**src/rtl/sap_clk_pkg.sv**
```systemverilog
// sap_clk_pkg: shared types and constants for the SAP clock/control unit.
//   state_t    - control FSM states (MANUAL is the reset state)
//   DEF_*      - default parameter values for sap_clock_ctrl / sap_debounce
//   div_width  - width of the auto/burst divider counter so the longest
//                period (base << max speed) still counts 0..P-1
package sap_clk_pkg;

  typedef enum logic [1:0] {
    MANUAL = 2'd0,
    AUTO   = 2'd1,
    BURST  = 2'd2,
    HALT   = 2'd3
  } state_t;

  localparam int DEF_DEBOUNCE_CYCLES = 25000;
  localparam int DEF_AUTO_DIV_BASE   = 16;
  localparam int DEF_SPEED_W         = 3;
  localparam int DEF_BURST_W         = 4;
  localparam int DEF_CNT_W           = 16;

  function automatic int div_width(input int base, input int speed_w);
    return $clog2(base << ((1 << speed_w) - 1));
  endfunction

endpackage

```
**src/rtl/sap_debounce.sv**
```systemverilog
// sap_debounce: 2-flop synchroniser followed by a stable-level counter.
//   i_clk    - base clock, rising edge
//   i_rst_n  - asynchronous active-low reset
//   i_raw    - raw, asynchronous switch/button level
//   o_db     - debounced level (registered, resets to 0)
// The debounced level follows the synchronised input only after
// DEBOUNCE_CYCLES consecutive samples that differ from the current output,
// so total latency from i_raw to o_db is 2 + DEBOUNCE_CYCLES cycles.
module sap_debounce
  import sap_clk_pkg::*;
#(
  parameter int DEBOUNCE_CYCLES = DEF_DEBOUNCE_CYCLES
) (
  input  logic i_clk,
  input  logic i_rst_n,
  input  logic i_raw,
  output logic o_db
);

  localparam int CW = (DEBOUNCE_CYCLES < 2) ? 1 : $clog2(DEBOUNCE_CYCLES + 1);
  localparam logic [CW-1:0] CNT_LAST = CW'(DEBOUNCE_CYCLES - 1);

  logic          r_sync1;
  logic          r_sync2;
  logic          r_db;
  logic [CW-1:0] r_cnt;

  always_ff @(posedge i_clk or negedge i_rst_n) begin
    if (!i_rst_n) begin
      r_sync1 <= 1'b0;
      r_sync2 <= 1'b0;
      r_db    <= 1'b0;
      r_cnt   <= '0;
    end else begin
      r_sync1 <= i_raw;
      r_sync2 <= r_sync1;
      // Any sample equal to the current output restarts the run, so a
      // glitch shorter than DEBOUNCE_CYCLES never reaches o_db.
      if (r_sync2 != r_db) begin
        if (r_cnt == CNT_LAST) begin
          r_db  <= r_sync2;
          r_cnt <= '0;
        end else begin
          r_cnt <= r_cnt + 1'b1;
        end
      end else begin
        r_cnt <= '0;
      end
    end
  end

  assign o_db = r_db;

endmodule

```
**src/rtl/sap_clock_ctrl.sv**
```systemverilog
// sap_clock_ctrl: single-clock enable generator for the SAP CPU family.
//   sap_base_clock     - sole clock, rising edge
//   sap_CleanStart_pb  - asynchronous active-low reset
//   sap_ManualAuto_sw  - raw switch, 1 = auto, 0 = manual
//   sap_SingleStep_pb  - raw button, a burst starts on its debounced rising edge
//   sap_speed_sel      - period select, P = AUTO_DIV_BASE << speed
//   sap_burst_len      - enables per manual press (0 behaves as 1)
//   sap_hlt            - CPU halt request, synchronous
//   sap_clk_en         - one-cycle CPU enable pulse
//   sap_mode_auto      - debounced mode switch
//   sap_halted         - high while in HALT
//   sap_step_count     - sap_clk_en pulses since reset, wraps
//   o_dbg_state        - current FSM state
// sap_clk_en semantics: a registered single-cycle strobe with no back-pressure;
// every register in the CPU that samples on a cycle with sap_clk_en=1 counts
// as one CPU clock. It is never high on two consecutive cycles because P >= 2.
module sap_clock_ctrl
  import sap_clk_pkg::*;
#(
  parameter int DEBOUNCE_CYCLES = DEF_DEBOUNCE_CYCLES,
  parameter int AUTO_DIV_BASE   = DEF_AUTO_DIV_BASE,
  parameter int SPEED_W         = DEF_SPEED_W,
  parameter int BURST_W         = DEF_BURST_W,
  parameter int CNT_W           = DEF_CNT_W
) (
  input  logic               sap_base_clock,
  input  logic               sap_CleanStart_pb,
  input  logic               sap_ManualAuto_sw,
  input  logic               sap_SingleStep_pb,
  input  logic [SPEED_W-1:0] sap_speed_sel,
  input  logic [BURST_W-1:0] sap_burst_len,
  input  logic               sap_hlt,
  output logic               sap_clk_en,
  output logic               sap_mode_auto,
  output logic               sap_halted,
  output logic [CNT_W-1:0]   sap_step_count,
  output state_t             o_dbg_state
);

  localparam int DIV_W = div_width(AUTO_DIV_BASE, SPEED_W);

  state_t             r_state;
  state_t             w_next_state;
  logic [DIV_W-1:0]   r_div;
  logic [SPEED_W-1:0] r_spd;
  logic [BURST_W-1:0] r_rem;
  logic               r_clk_en;
  logic               r_halted;
  logic [CNT_W-1:0]   r_count;
  logic               r_step_db_q;

  logic               w_mode_db;
  logic               w_step_db;
  logic               w_step_rise;
  logic [DIV_W:0]     w_period;
  logic               w_tick;
  logic               w_pulse;
  logic               w_load_rem;
  logic               w_dec_rem;

  sap_debounce #(.DEBOUNCE_CYCLES(DEBOUNCE_CYCLES)) u_db_mode (
    .i_clk   (sap_base_clock),
    .i_rst_n (sap_CleanStart_pb),
    .i_raw   (sap_ManualAuto_sw),
    .o_db    (w_mode_db)
  );

  sap_debounce #(.DEBOUNCE_CYCLES(DEBOUNCE_CYCLES)) u_db_step (
    .i_clk   (sap_base_clock),
    .i_rst_n (sap_CleanStart_pb),
    .i_raw   (sap_SingleStep_pb),
    .o_db    (w_step_db)
  );

  assign w_step_rise = w_step_db & ~r_step_db_q;

  // Period uses the latched speed so a mid-period change never shortens
  // the period already in progress.
  assign w_period = (DIV_W + 1)'(AUTO_DIV_BASE) << r_spd;
  assign w_tick   = ({1'b0, r_div} == (w_period - 1'b1));

  always_comb begin
    w_next_state = r_state;
    w_pulse      = 1'b0;
    w_load_rem   = 1'b0;
    w_dec_rem    = 1'b0;
    if (sap_hlt) begin
      // Halt beats a coincident tick: no pulse on the way into HALT.
      w_next_state = HALT;
    end else begin
      case (r_state)
        MANUAL: begin
          // Auto beats a simultaneous step edge; the step is dropped.
          if (w_mode_db) begin
            w_next_state = AUTO;
          end else if (w_step_rise) begin
            w_next_state = BURST;
            w_load_rem   = 1'b1;
          end
        end
        AUTO: begin
          if (!w_mode_db) begin
            w_next_state = MANUAL;
          end else begin
            w_pulse = w_tick;
          end
        end
        BURST: begin
          // Mode and step inputs are not looked at until the burst ends.
          if (w_tick) begin
            w_pulse   = 1'b1;
            w_dec_rem = 1'b1;
            if (r_rem <= BURST_W'(1)) begin
              w_next_state = MANUAL;
            end
          end
        end
        HALT: begin
          w_next_state = HALT;
        end
        default: begin
          w_next_state = MANUAL;
        end
      endcase
    end
  end

  always_ff @(posedge sap_base_clock or negedge sap_CleanStart_pb) begin
    if (!sap_CleanStart_pb) begin
      r_state     <= MANUAL;
      r_div       <= '0;
      r_spd       <= '0;
      r_rem       <= '0;
      r_clk_en    <= 1'b0;
      r_halted    <= 1'b0;
      r_count     <= '0;
      r_step_db_q <= 1'b0;
    end else begin
      r_state     <= w_next_state;
      r_clk_en    <= w_pulse;
      r_halted    <= (w_next_state == HALT);
      r_count     <= r_count + CNT_W'(w_pulse);
      r_step_db_q <= w_step_db;

      // Restart the period on any state change so the first pulse after
      // entering AUTO or BURST comes a full P cycles later.
      if (w_next_state != r_state) begin
        r_div <= '0;
      end else if (w_tick) begin
        r_div <= '0;
      end else begin
        r_div <= r_div + 1'b1;
      end

      if (w_tick) begin
        r_spd <= sap_speed_sel;
      end

      if (w_load_rem) begin
        r_rem <= (sap_burst_len == '0) ? BURST_W'(1) : sap_burst_len;
      end else if (w_dec_rem) begin
        r_rem <= r_rem - 1'b1;
      end
    end
  end

  assign sap_clk_en     = r_clk_en;
  assign sap_mode_auto  = w_mode_db;
  assign sap_halted     = r_halted;
  assign sap_step_count = r_count;
  assign o_dbg_state    = r_state;

endmodule

```
**config.mk**
```make
export PLATFORM = sky130hd
export DESIGN_NAME = sap_clock_ctrl
export DESIGN_NICKNAME = d
export VERILOG_FILES = /design/src/rtl/sap_clk_pkg.sv /design/src/rtl/sap_debounce.sv /design/src/rtl/sap_clock_ctrl.sv
export SDC_FILE = /design/constraint.sdc
export NUM_CORES = 1
export LEC_CHECK = 0
export ABC_AREA = 1
export CAP_MARGIN = 5
export CORE_MARGIN = 3
export CORE_UTILIZATION = 50
export CTS_CLUSTER_SIZE = 40
export DETAILED_ROUTE_END_ITERATION = 10
export HOLD_SLACK_MARGIN = 0.03
export PLACE_DENSITY = 0.77
export SLEW_MARGIN = 40
export SYNTH_ARGS = -nofsm -noshare
export SYNTH_HDL_FRONTEND = slang
export SYNTH_SLANG_ARGS = --single-unit
```
**constraint.sdc**
```tcl
create_clock -name sap_base_clock -period 4.5 [get_ports sap_base_clock]
set_input_delay 1.35 -clock sap_base_clock [delete_from_list [all_inputs] [get_ports sap_base_clock]]
set_output_delay 1.35 -clock sap_base_clock [all_outputs]
set_load 0.03 [all_outputs]
```
==> flow_summary.toml <==
[status]
outcome = "finished, final reports clean"

[worst_setup_path]
critPathKind = "in2reg"
start_kind = "input pin"
cp.required_ns = 4.77
path_max_fanout = 4
end_kind = "register"
crit_arrival_ns = 3.81

[final_layout]
regArea_sq_um = 1880
synthToLayoutAreaGrowth_pct = 16.4
multiInputGateArea_sq_um = 1740
fillers = 648
fin_nets = 527
diodes = 0
drive_above_1_share_pct = 10.1
finalNonFillerCells = 606
final_cell_mix = "nand2_1 (75), dfrtp_1 (75), inv_1 (71)"

[logic_synthesis]
yosysWarnings = 0
yosysSeqAreaShare_pct = 47.9
synthCells = 462
syn_nets = 487
synth_area_per_cell_sq_um = 8.49
syn_area_sq_um = 3920
ys_seq_elements = 75
synth_cell_type_count = 39

[sta]
max_freq_ghz = 0.283
skew_ns = 0.00803
fin_crit_sh_pct = 78.6
hold_viol_final = 0
finalSetupTns_ns = 0
slew_headroom_pct = 55.3
setup_viol = 0
rsz0062_at_grt = "no"
worst_pin_slew_ns = 0.671
final.min_clock_period_ns = 3.54
slew_violations = 0

[drt]
drtPass1Iterations = 6
drtIter0Drc = 155
via_per_inst = 5.16
drc_errors = 0
drtAntennaViolNets = 0
avgRoutedWirePerCell_um = 12.4
wirelength_mm = 7.49
vias = 3124

[floorplan]
placementRows = 31
die_w_um = 94.6
dieArea_sq_um = 8940
initial_utilization_pct = 52.7
core_area_sq_um = 7450
pin_count = 33
die_y_um = 94.6

[placement]
port_buffers = 32
gp_congestion = 0.838
dp_hpwl_mm = 5.42
dp.cells = 590

[hold_path]
hold_path_class = "reg2reg"

[grt]
track_usage_pct = 18.8
overflow = 0
grt_max_degree = 76
grt_pass1_wl_mm = 13.4
antenna_found_initial = 0
grt_pass1_vias = 3056

[pwr]
ir_drop_mv = 0.150
p_leak_uw = 0.00218
power_density_nw_per_um2 = 281

[clocking]
clock_latency_ns = 0.35
clk_pin_slew_worst_paths_ns = 0.08
root_buffer = "clkbuf_8"
postCtsHoldBufs = 0
cts_max_path_buffers = 2
htreeDepth = 3
ctsResizeCount = 0
post-cts-setup-buffers = 0
cts_sinks = 75
cts_made_buffers = 9
cts_tree = "yes"

[run]
drv_cap = 0
## per-layer routing
layer | track usage (%) | vias to the layer above | wire length, um
met5 | 0 | - | 0
met4 | 7.57 | 0 | 90
met3 | 3.11 | 9 | 289
met2 | 30.0 | 57 | 3420
met1 | 25.6 | 1493 | 3690
li1 | - | 1565 | -
## state kept, by name, summed over array words and instances, names as in the netlist, 2 cells and up
signal and flops:
r_spd 3, sap_step_count 16, u_db_step.r_cnt 15, o_dbg_state 2
u_db_mode.r_cnt 15, r_div 11, r_rem 4
## cells by family (layout without fill, tap and decap cells)
| kind of cell | count (synthesis) | after routing | share of synthesized area [%] |
|---|---|---|---|
| adders and majority gates | 13 | 13 | 4.15 |
| AOI/OAI and AO/OA | 40 | 40 | 5.97 |
| muxes | 1 | 1 | 0.287 |
| xor gates and xnor gates | 24 | 24 | 5.36 |
| buffers and inverters | 80 | 125 | 8.23 |
| DFF | 75 | 75 | 47.9 |
| and+or+nand+nor | 229 | 229 | 28.1 |
## layout make-up
class / count / area share [%]
Tap cell: 99 / 2.71
Clock buffer: 10 / 3.01
Timing Repair Buffer: 35 / 7.54
Inverter: 74 / 6.19
Clock inverter: 6 / 1.40
Sequential cell: 75 / 41.1
Multi-Input combinational cell: 307 / 38.0
## worst paths after layout
| path | startpoint | endpoint | slack (ns) | depth (start not counted) |
|---|---|---|---|---|
| max in group asynchronous | sap_CleanStart_pb | r_rem[0] | 3.02 | 1 |
| worst min register to register | u_db_step.r_sync1 | u_db_step.r_sync2 | 0.35 | 0 |
| min in group asynchronous | sap_CleanStart_pb | sap_step_count[15] | 1.00 | 1 |
| worst max register to register | r_spd[2] | sap_step_count[14] | 0.99 | 20 |
| worst min-delay path | u_db_step.r_sync1 | u_db_step.r_sync2 | 0.35 | 0 |
| worst max-delay path | sap_hlt | sap_step_count[14] | 0.96 | 11 |
## report_power, final
part	total, uW	internal, uW	switching [uW]
Combinational	68.5	25.9	42.6
Sequential	690	682	8.56
Clock	526	271	255
## worst max-delay path, stage by stage
cell	delay (ns)
clkdlybuf4s50_1	0.50
nor4_1	0.41
ha_1	0.30
ha_1	0.21
nand3_1	0.12
nor2_1	0.15
nand4_1	0.14
nor2_1	0.15
nand4_1	0.14
nor3_1	0.19
xor2_1	0.16
## synth_stat cells (all sizes together)
master	count	area share, %
nor2	62	6.8
o21ai	10	1.3
xnor2	6	1.3
buf	4	0.83
or2	1	0.16
and3b	1	0.22
a221oi	2	0.45
clkbuf	2	0.19
mux2	1	0.29
ha	13	4.1
nand2	80	8.0
nand4	14	2.2
nor3	16	2.4
a211oi	1	0.19
o211ai	1	0.19
a21oi	18	2.3
o41ai	2	0.45
a31oi	1	0.16
clkinv	1	0.096
dfrtp	75	48
o21bai	1	0.19
nor3b	7	1.3
a21o	1	0.19
inv	73	7.1
nand3b	3	0.57
nor4	5	0.96
nand3	40	5.5
a21boi	1	0.19
xor2	18	4.0
o21a	2	0.38
## through the flow
stage / hold slack [ns] / utilization [%] / setup slack, ns / power [uW] / area (sq um)
floorplan: 0.331 / - / 1.15 / 741 / 3920
global placement: 0.336 / 58.4 / 0.661 / 771 / 4350
detailed placement: 0.340 / 58.6 / 0.564 / 774 / 4360
CTS: 0.354 / 61.3 / 0.930 / 1300 / 4570
global route: 0.353 / 61.3 / 0.518 / 1340 / 4570
finish: 0.353 / 61.3 / 0.963 / 1290 / 4570
Power figures use the tool's default switching activity.
